--- config.mk ---
export PLATFORM = sky130hd
export DESIGN_NAME = simd_alu_issue_flat
export DESIGN_NICKNAME = d
export VERILOG_FILES = /design/src/rtl/simd_alu_issue_pkg.sv /design/src/rtl/simd_alu_issue_if.sv /design/src/rtl/simd_alu_cmd_fifo.sv /design/src/rtl/simd_alu_issue.sv /design/src/flat_wrapper.sv
export SDC_FILE = /design/constraint.sdc
export NUM_CORES = 2
export LEC_CHECK = 0
export CORE_AREA = 5 5 659 661
export CTS_BUF_LIST = sky130_fd_sc_hd__clkbuf_4
export DETAILED_ROUTE_END_ITERATION = 7
export DIE_AREA = 0 0 664 666
export PLACE_DENSITY_LB_ADDON = 0.15
export SYNTH_ARGS = -nofsm -noshare
export SYNTH_HDL_FRONTEND = slang
export SYNTH_SLANG_ARGS = --single-unit
--- constraint.sdc ---
create_clock -name clk -period 23.7 [get_ports clk]
set_input_delay 5.925 -clock clk [delete_from_list [all_inputs] [get_ports clk]]
set_output_delay 5.925 -clock clk [all_outputs]
set_load 0.02 [all_outputs]
--- src/rtl/simd_alu_issue_pkg.sv ---
// Shared types for the SIMD ALU issue stage: opcodes, command record,
// issue FSM states and the add/sub classifier used for flag masking.
package simd_alu_issue_pkg;

  localparam int SIMD_DATA_WIDTH = 256;
  localparam int SIMD_OPC_WIDTH  = 5;
  localparam int ISSUE_TAG_WIDTH = 4;

  typedef logic [SIMD_OPC_WIDTH-1:0] opc_t;

  localparam opc_t OP_ADD8    = 5'd0;
  localparam opc_t OP_ADD16   = 5'd1;
  localparam opc_t OP_ADD32   = 5'd2;
  localparam opc_t OP_S_ADD8  = 5'd3;
  localparam opc_t OP_S_ADD16 = 5'd4;
  localparam opc_t OP_S_ADD32 = 5'd5;
  localparam opc_t OP_SUB8    = 5'd6;
  localparam opc_t OP_SUB16   = 5'd7;
  localparam opc_t OP_SUB32   = 5'd8;
  localparam opc_t OP_S_SUB8  = 5'd9;
  localparam opc_t OP_S_SUB16 = 5'd10;
  localparam opc_t OP_S_SUB32 = 5'd11;
  localparam opc_t OP_AND     = 5'd12;
  localparam opc_t OP_OR      = 5'd13;
  localparam opc_t OP_XOR     = 5'd14;
  localparam opc_t OP_LSL8    = 5'd15;
  localparam opc_t OP_LSR8    = 5'd16;

  typedef struct packed {
    opc_t                       opcode;
    logic [SIMD_DATA_WIDTH-1:0] a;
    logic [SIMD_DATA_WIDTH-1:0] b;
    logic [ISSUE_TAG_WIDTH-1:0] tag;
  } alu_cmd_t;

  typedef enum logic [1:0] {
    IDLE,
    LOAD,
    EXEC
  } issue_state_t;

  function automatic logic is_addsub(input opc_t opc);
    return opc inside {
      OP_ADD8, OP_ADD16, OP_ADD32,
      OP_S_ADD8, OP_S_ADD16, OP_S_ADD32,
      OP_SUB8, OP_SUB16, OP_SUB32,
      OP_S_SUB8, OP_S_SUB16, OP_S_SUB32
    };
  endfunction

endpackage

--- src/rtl/simd_alu_issue_if.sv ---
// Command and result valid/ready channels of the issue stage.
// master: command producer / result consumer; slave: issue stage.
interface simd_alu_issue_if #(
  parameter int DW = 256,
  parameter int OW = 5,
  parameter int TW = 4
) ();

  logic          cmd_valid;
  logic          cmd_ready;
  logic [OW-1:0] cmd_opcode;
  logic [DW-1:0] cmd_a;
  logic [DW-1:0] cmd_b;
  logic [TW-1:0] cmd_tag;

  logic            res_valid;
  logic            res_ready;
  logic [DW-1:0]   res_data;
  logic [DW/8-1:0] res_ovf;
  logic [DW/8-1:0] res_udf;
  logic [TW-1:0]   res_tag;

  modport master (
    output cmd_valid, cmd_opcode, cmd_a,
    output cmd_b, cmd_tag, res_ready,
    input  cmd_ready, res_valid, res_data,
    input  res_ovf, res_udf, res_tag
  );

  modport slave (
    input  cmd_valid, cmd_opcode, cmd_a,
    input  cmd_b, cmd_tag, res_ready,
    output cmd_ready, res_valid, res_data,
    output res_ovf, res_udf, res_tag
  );

endinterface

--- src/rtl/simd_alu_cmd_fifo.sv ---
// Command FIFO: W-bit entries, D deep (power of two), strict order.
// Ports: clk, rst, push/din, pop/dout, full, empty (from occupancy).
module simd_alu_cmd_fifo #(
  parameter int W = 8,
  parameter int D = 4
) (
  input  logic         clk,
  input  logic         rst,
  input  logic         push,
  input  logic [W-1:0] din,
  input  logic         pop,
  output logic [W-1:0] dout,
  output logic         full,
  output logic         empty
);

  localparam int AW = $clog2(D);

  logic [W-1:0]  mem [D];
  logic [AW-1:0] wr_ptr;
  logic [AW-1:0] rd_ptr;
  logic [AW:0]   count;

  // pointers wrap naturally because D is a power of two
  always_ff @(posedge clk) begin
    if (rst) begin
      wr_ptr <= '0;
      rd_ptr <= '0;
      count  <= '0;
    end else begin
      if (push) wr_ptr <= wr_ptr + 1'b1;
      if (pop)  rd_ptr <= rd_ptr + 1'b1;
      unique case ({push, pop})
        2'b10:   count <= count + 1'b1;
        2'b01:   count <= count - 1'b1;
        default: ;
      endcase
    end
  end

  always_ff @(posedge clk) begin
    if (push) mem[wr_ptr] <= din;
  end

  assign dout  = mem[rd_ptr];
  assign full  = (count == (AW+1)'(D));
  assign empty = (count == '0);

endmodule

--- src/rtl/simd_alu_issue.sv ---
// Issue/writeback stage around the SIMD ALU: buffers commands, holds
// operands and opcode across the ALU's two-cycle window, returns results.
// Ports: clk, rst, io (cmd/res channels), alu_* (ALU side), busy,
// done_count (result handshakes, wrapping).
module simd_alu_issue
  import simd_alu_issue_pkg::*;
#(
  parameter int DATA_WIDTH = SIMD_DATA_WIDTH,
  parameter int OPC_WIDTH  = SIMD_OPC_WIDTH,
  parameter int TAG_WIDTH  = ISSUE_TAG_WIDTH,
  parameter int FIFO_DEPTH = 4
) (
  input  logic                    clk,
  input  logic                    rst,
  simd_alu_issue_if.slave         io,
  output logic [DATA_WIDTH-1:0]   alu_a,
  output logic [DATA_WIDTH-1:0]   alu_b,
  output logic [OPC_WIDTH-1:0]    alu_opcode,
  input  logic [DATA_WIDTH-1:0]   alu_out,
  input  logic [DATA_WIDTH/8-1:0] alu_ovf,
  input  logic [DATA_WIDTH/8-1:0] alu_udf,
  output logic                    busy,
  output logic [15:0]             done_count
);

  issue_state_t state;
  issue_state_t state_n;
  alu_cmd_t     op_q;
  alu_cmd_t     fifo_din;
  alu_cmd_t     fifo_dout;
  logic         full;
  logic         empty;
  logic         push;
  logic         pop;
  logic         res_hs;

  logic                    res_valid_q;
  logic [DATA_WIDTH-1:0]   res_data_q;
  logic [DATA_WIDTH/8-1:0] res_ovf_q;
  logic [DATA_WIDTH/8-1:0] res_udf_q;
  logic [TAG_WIDTH-1:0]    res_tag_q;

  assign fifo_din = '{
    opcode: io.cmd_opcode,
    a:      io.cmd_a,
    b:      io.cmd_b,
    tag:    io.cmd_tag
  };

  assign push = io.cmd_valid && !full;

  simd_alu_cmd_fifo #(
    .W ($bits(alu_cmd_t)),
    .D (FIFO_DEPTH)
  ) u_fifo (
    .clk   (clk),
    .rst   (rst),
    .push  (push),
    .din   (fifo_din),
    .pop   (pop),
    .dout  (fifo_dout),
    .full  (full),
    .empty (empty)
  );

  assign res_hs = res_valid_q && io.res_ready;

  // a pop is only allowed when the result slot is free or being drained
  always_comb begin
    state_n = state;
    pop     = 1'b0;
    unique case (state)
      IDLE: begin
        if (!empty && (!res_valid_q || io.res_ready)) begin
          pop     = 1'b1;
          state_n = LOAD;
        end
      end
      LOAD:    state_n = EXEC;
      EXEC:    state_n = IDLE;
      default: state_n = IDLE;
    endcase
  end

  always_ff @(posedge clk) begin
    if (rst) begin
      state       <= IDLE;
      op_q        <= '0;
      res_valid_q <= 1'b0;
      res_data_q  <= '0;
      res_ovf_q   <= '0;
      res_udf_q   <= '0;
      res_tag_q   <= '0;
      done_count  <= '0;
    end else begin
      state <= state_n;
      if (pop) op_q <= fifo_dout;
      if (state == EXEC) begin
        res_valid_q <= 1'b1;
        res_data_q  <= alu_out;
        res_tag_q   <= op_q.tag;
        res_ovf_q   <= is_addsub(op_q.opcode) ? alu_ovf : '0;
        res_udf_q   <= is_addsub(op_q.opcode) ? alu_udf : '0;
      end else if (res_hs) begin
        res_valid_q <= 1'b0;
      end
      if (res_hs) done_count <= done_count + 1'b1;
    end
  end

  // ALU inputs come straight from the op register so they hold between ops
  assign alu_a      = op_q.a;
  assign alu_b      = op_q.b;
  assign alu_opcode = op_q.opcode;

  assign io.cmd_ready = !full;
  assign io.res_valid = res_valid_q;
  assign io.res_data  = res_data_q;
  assign io.res_ovf   = res_ovf_q;
  assign io.res_udf   = res_udf_q;
  assign io.res_tag   = res_tag_q;

  assign busy = (state != IDLE) || !empty;

endmodule

--- src/flat_wrapper.sv ---
// flat-port wrapper written by rule: the top's interface ports become plain ports
module simd_alu_issue_flat import simd_alu_issue_pkg::*;
#(
  parameter int DATA_WIDTH = SIMD_DATA_WIDTH,
  parameter int OPC_WIDTH  = SIMD_OPC_WIDTH,
  parameter int TAG_WIDTH  = ISSUE_TAG_WIDTH,
  parameter int FIFO_DEPTH = 4
)
  (clk, rst, alu_a, alu_b, alu_opcode, alu_out, alu_ovf, alu_udf, busy, done_count, io_cmd_valid, io_cmd_opcode, io_cmd_a, io_cmd_b, io_cmd_tag, io_res_ready, io_cmd_ready, io_res_valid, io_res_data, io_res_ovf, io_res_udf, io_res_tag);
  simd_alu_issue_if io_i ();
  input  logic clk;
  input  logic rst;
  output logic [DATA_WIDTH-1:0] alu_a;
  output logic [DATA_WIDTH-1:0] alu_b;
  output logic [OPC_WIDTH-1:0] alu_opcode;
  input  logic [DATA_WIDTH-1:0] alu_out;
  input  logic [DATA_WIDTH/8-1:0] alu_ovf;
  input  logic [DATA_WIDTH/8-1:0] alu_udf;
  output logic busy;
  output logic [15:0] done_count;
  input wire logic [$bits(io_i.cmd_valid)-1:0] io_cmd_valid;
  input wire logic [$bits(io_i.cmd_opcode)-1:0] io_cmd_opcode;
  input wire logic [$bits(io_i.cmd_a)-1:0] io_cmd_a;
  input wire logic [$bits(io_i.cmd_b)-1:0] io_cmd_b;
  input wire logic [$bits(io_i.cmd_tag)-1:0] io_cmd_tag;
  input wire logic [$bits(io_i.res_ready)-1:0] io_res_ready;
  output wire logic [$bits(io_i.cmd_ready)-1:0] io_cmd_ready;
  output wire logic [$bits(io_i.res_valid)-1:0] io_res_valid;
  output wire logic [$bits(io_i.res_data)-1:0] io_res_data;
  output wire logic [$bits(io_i.res_ovf)-1:0] io_res_ovf;
  output wire logic [$bits(io_i.res_udf)-1:0] io_res_udf;
  output wire logic [$bits(io_i.res_tag)-1:0] io_res_tag;
  assign io_i.cmd_valid = io_cmd_valid;
  assign io_i.cmd_opcode = io_cmd_opcode;
  assign io_i.cmd_a = io_cmd_a;
  assign io_i.cmd_b = io_cmd_b;
  assign io_i.cmd_tag = io_cmd_tag;
  assign io_i.res_ready = io_res_ready;
  assign io_cmd_ready = io_i.cmd_ready;
  assign io_res_valid = io_i.res_valid;
  assign io_res_data = io_i.res_data;
  assign io_res_ovf = io_i.res_ovf;
  assign io_res_udf = io_i.res_udf;
  assign io_res_tag = io_i.res_tag;
  simd_alu_issue #(.DATA_WIDTH(DATA_WIDTH), .OPC_WIDTH(OPC_WIDTH), .TAG_WIDTH(TAG_WIDTH), .FIFO_DEPTH(FIFO_DEPTH)) u_core (.clk(clk), .rst(rst), .io(io_i), .alu_a(alu_a), .alu_b(alu_b), .alu_opcode(alu_opcode), .alu_out(alu_out), .alu_ovf(alu_ovf), .alu_udf(alu_udf), .busy(busy), .done_count(done_count));
endmodule
==> impl_results.rst <==
.. list-table::
   :header-rows: 1

   * - Metric
     - Value
   * - Status
     - completed
   * - Classification of the worst setup path
     - in -> reg
   * - Total number of vias
     - 66200
   * - Startpoint kind of the worst setup timing path
     - input port
   * - Most used flip-flop cell after synthesis
     - sky130_fd_sc_hd__edfxtp_1
   * - Vias per cell
     - between 4 and 5
   * - Leakage power of the design
     - between 40 and 50 nW
   * - Syn Std Cell Area
     - 108000 um^2
   * - Required arrival time at the worst endpoint
     - around 25 ns
   * - Syn_nets
     - about 7800
   * - Actual transition at the worst max-transition pin
     - around 1.2 ns
   * - Initial Util
     - approximately 25%
   * - Height of the die
     - roughly 670 um
   * - Detailed-routing iteration count for the pre-antenna-repair pass
     - 7
   * - TritonCTS clock tree
     - yes
   * - H-tree depth reported by CTS
     - 6
   * - Antenna-violating nets left
     - 0
   * - Final-stage net count
     - 9525
   * - Worst-skew pair later-pin latency
     - 1.61 ns
   * - Boundary Pins
     - 1705
   * - Starting DRT DRC Count
     - ~3700
   * - Max-capacitance violation count
     - 0
   * - GRT Util Overall
     - 19.4%
   * - Max VDD drop
     - between 0.09 and 0.1 mV
   * - I/O Buffers
     - approximately 1700
   * - Post-route clock skew
     - between 0.1 and 0.15 ns
   * - Root cell of the clock tree
     - sky130_fd_sc_hd__clkbuf_4
   * - TritonCTS buffer count
     - 817
   * - Syn avg cell area
     - 15.5 um^2
   * - Total wire length
     - about 450 mm
   * - Number of global-route vias before repair
     - between 60000 and 70000
   * - Synth warn
     - 0
   * - Setup tns final
     - 0 ns
   * - Pin count of the biggest net entering global routing
     - between 150 and 200
   * - Max-Slew Margin vs Limit
     - about 22%
   * - Flip-flop and latch count after synthesis
     - ~3000
   * - Share of final-layout standard cells stronger than drive strength 1
     - 21.2%
   * - Initial antenna violation count
     - between 200 and 300
   * - Signal arrival time at the worst endpoint
     - around 11 ns
   * - Number of buffers on the longest clock path
     - 4
   * - Worst slack at placement
     - 12.26 ns
   * - Global placer's final weighted congestion
     - approximately 0.95
   * - Sequential-to-total area share from yosys stat
     - between 70% and 80%
   * - Kind of end point of the critical path
     - flip-flop
   * - Die area
     - approximately 440000 um^2
   * - Wire length of the first global-routing pass
     - 597 mm
   * - Power Density
     - roughly 120 nW/um^2
   * - Number of setup violations in the final report
     - 0
   * - R2r setup slk
     - around 18 ns
   * - DRC viols
     - 0
   * - Cell count after synthesis
     - between 6000 and 7000
   * - Final hold vios
     - 0
   * - Filler cell count
     - about 43000
   * - Area growth from synthesis to layout
     - 28.4%
   * - X dimension of the die
     - roughly 660 um
   * - Total of cells resized after clock tree synthesis
     - 0
   * - Clock sink count
     - approximately 3000
   * - Setup Fix Bufs, Post-CTS
     - 0
   * - Number of flops mapped to enable cells by yosys
     - approximately 2100
   * - Post-CTS Hold Fix Bufs
     - 0
   * - Unrepaired setup endpoints after global routing
     - no
   * - Core area
     - about 430000 um^2
   * - Gr ovfl total
     - 0
   * - Half-perimeter wire length after placement
     - approximately 310 mm
   * - Clk slew on worst S/H paths
     - about 0.060 ns
   * - Final slew viol count
     - 0
   * - Critical Path Fanout Max
     - roughly 130
   * - Path class of the lowest-slack min-delay path
     - reg -> reg
   * - Area of combinational cells with multiple inputs
     - 22900 um^2
   * - Max frequency
     - 101 MHz
   * - Average routed wire per standard cell
     - 29.5 um
   * - Hold Worst Slack
     - 0.452 ns
   * - Std cell rows
     - 241
   * - Minimum period implied by the final worst setup slack
     - 9.87 ns
   * - Count of unique library cells instantiated by Yosys
     - 40
   * - FF+latch area
     - 80000 um^2
   * - Setup slack after layout
     - around 14 ns
   * - Share of flip-flops with an asynchronous set or reset
     - 0%
   * - Final worst path period share
     - a little over two fifths
-- registers in the layout (all words and copies together) (netlist names) --
register / count
u_core.io.res_udf: 32
u_core.alu_a: 256
u_core.op_q: 4
u_core.u_fifo.rd_ptr: 2
u_core.state: 2
u_core.alu_b: 256
u_core.u_fifo.wr_ptr: 2
u_core.u_fifo.mem: 2084
u_core.io.res_ovf: 32
u_core.u_fifo.count: 3
u_core.io.res_tag: 4
u_core.done_count: 16
u_core.io.res_data: 256
u_core.alu_opcode: 5
u_core.io.res_valid: 1
-- layer usage --
metal | part of all wire (%) | track usage (%) | vias to the layer above | routed length [um]
met5 | 0.17 | 0 | - | 741
met4 | 4.4 | 7.74 | 112 | 19700
met3 | 6.9 | 5.88 | 1035 | 30600
met2 | 53 | 36.2 | 2390 | 238000
met1 | 35 | 20.3 | 33500 | 157000
li1 | - | - | 29200 | -
-- power by group --
| part | total, mW | leakage, nW | switching, mW | internal [mW] |
|---|---|---|---|---|
| combinational | 5.01 | 12.5 | 3.18 | 1.82 |
| sequential | 6.83 | 26.2 | 0.403 | 6.43 |
| clock | 4.78 | 6.51 | 2.27 | 2.52 |
| total | 16.6 | 45.3 | 5.85 | 10.8 |
-- cells in the final DEF (no fill, tap or decap), types with 5 or more instances in the layout --
master                            instances
sky130_fd_sc_hd__inv_6                   15
sky130_fd_sc_hd__clkinv_1               175
sky130_fd_sc_hd__mux4_2                 521
sky130_fd_sc_hd__nand2_1               1573
sky130_fd_sc_hd__dfxtp_1                869
sky130_fd_sc_hd__inv_8                    7
sky130_fd_sc_hd__buf_12                  14
sky130_fd_sc_hd__inv_1                    7
sky130_fd_sc_hd__a22oi_1                 64
sky130_fd_sc_hd__edfxtp_1              2084
sky130_fd_sc_hd__clkdlybuf4s50_1       1703
sky130_fd_sc_hd__ha_1                     6
sky130_fd_sc_hd__clkinv_4                14
sky130_fd_sc_hd__xnor2_1                  8
sky130_fd_sc_hd__clkinvlp_4               9
sky130_fd_sc_hd__a21oi_1                790
sky130_fd_sc_hd__clkinv_2                19
sky130_fd_sc_hd__buf_4                   79
sky130_fd_sc_hd__xor2_1                   7
sky130_fd_sc_hd__nor2_1                  82
sky130_fd_sc_hd__clkbuf_4              1279
sky130_fd_sc_hd__clkinv_8                 5
sky130_fd_sc_hd__diode_2                 42
-- synth_stat cells, types with 4 or more instances --
cell | number | share of area (%)
sky130_fd_sc_hd__nor2_1 | 82 | 0.28
sky130_fd_sc_hd__buf_2 | 82 | 0.38
sky130_fd_sc_hd__a22oi_1 | 64 | 0.44
sky130_fd_sc_hd__o21ai_0 | 4 | 0.018
sky130_fd_sc_hd__buf_1 | 76 | 0.26
sky130_fd_sc_hd__xor2_1 | 7 | 0.057
sky130_fd_sc_hd__clkbuf_1 | 241 | 0.83
sky130_fd_sc_hd__and3_1 | 4 | 0.023
sky130_fd_sc_hd__a21oi_1 | 790 | 3.6
sky130_fd_sc_hd__edfxtp_1 | 2084 | 58
sky130_fd_sc_hd__dfxtp_1 | 871 | 16
sky130_fd_sc_hd__inv_1 | 7 | 0.024
sky130_fd_sc_hd__mux4_2 | 521 | 11
sky130_fd_sc_hd__buf_4 | 517 | 3.6
sky130_fd_sc_hd__nor3_1 | 4 | 0.018
sky130_fd_sc_hd__xnor2_1 | 8 | 0.065
sky130_fd_sc_hd__ha_1 | 6 | 0.069
sky130_fd_sc_hd__nand3_1 | 4 | 0.018
sky130_fd_sc_hd__nand2_1 | 1573 | 5.4
-- cell type report --
class	count	share of cell area, %
sequential	2955	57.5
multi-input combinational	3094	16.5
timing repair buffer	1797	12.9
clock buffer	1279	6.90
tap	5710	5.13
clock inverter	252	0.996
antenna	42	0.0755
inverter	8	0.0270
-- final timing paths --
check                                  to                    start  depth (start not counted)
hold reg to reg   u_core.io.res_data[130]  u_core.io.res_data[130]                          2
setup / recovery         u_core.alu_b[22]             io_res_ready                         11
setup reg to reg         u_core.alu_b[22]          u_core.state[1]                         10
hold / removal    u_core.io.res_data[130]  u_core.io.res_data[130]                          2
-- worst max-delay path, stage by stage --
cell and delay, ns:
sky130_fd_sc_hd__clkdlybuf4s50_1 0.55, sky130_fd_sc_hd__nand2b_1 0.16, sky130_fd_sc_hd__nand3b_1 0.12, sky130_fd_sc_hd__buf_12 0.28, sky130_fd_sc_hd__inv_8 0.75, sky130_fd_sc_hd__buf_4 0.57
sky130_fd_sc_hd__buf_4 0.71, sky130_fd_sc_hd__buf_4 0.79, sky130_fd_sc_hd__buf_4 0.60, sky130_fd_sc_hd__nand2_1 0.12, sky130_fd_sc_hd__a21oi_1 0.17
-- logic make-up (layout without fill, tap and decap cells) --
logic type | count (synthesis) | count (layout) | synth area share [%]
XOR/XNOR | 15 | 15 | 0.121
buffers and inverters | 924 | 3336 | 5.08
other | 0 | 42 | 0
adder cells (fa/ha/maj) | 7 | 7 | 0.0877
multiplexers | 522 | 522 | 10.8
AO/OA/AOI/OAI | 861 | 861 | 4.13
flip-flops | 2955 | 2955 | 73.8
AND/OR/NAND/NOR | 1689 | 1689 | 5.94
-- stage by stage --
stage | area [um^2] | util, % | power (mW) | instances
floorplan | 108000 | - | 10.2 | 6973
global placement | 128000 | 29.9 | 12.1 | 13600
detailed placement | 128000 | 29.9 | 12.1 | 13600
CTS | 139000 | 32.5 | 17.1 | 15100
global route | 139000 | 32.5 | 17.6 | 15100
finish | 139000 | 32.5 | 16.6 | 15100
(Power assumes the default switching activity.)
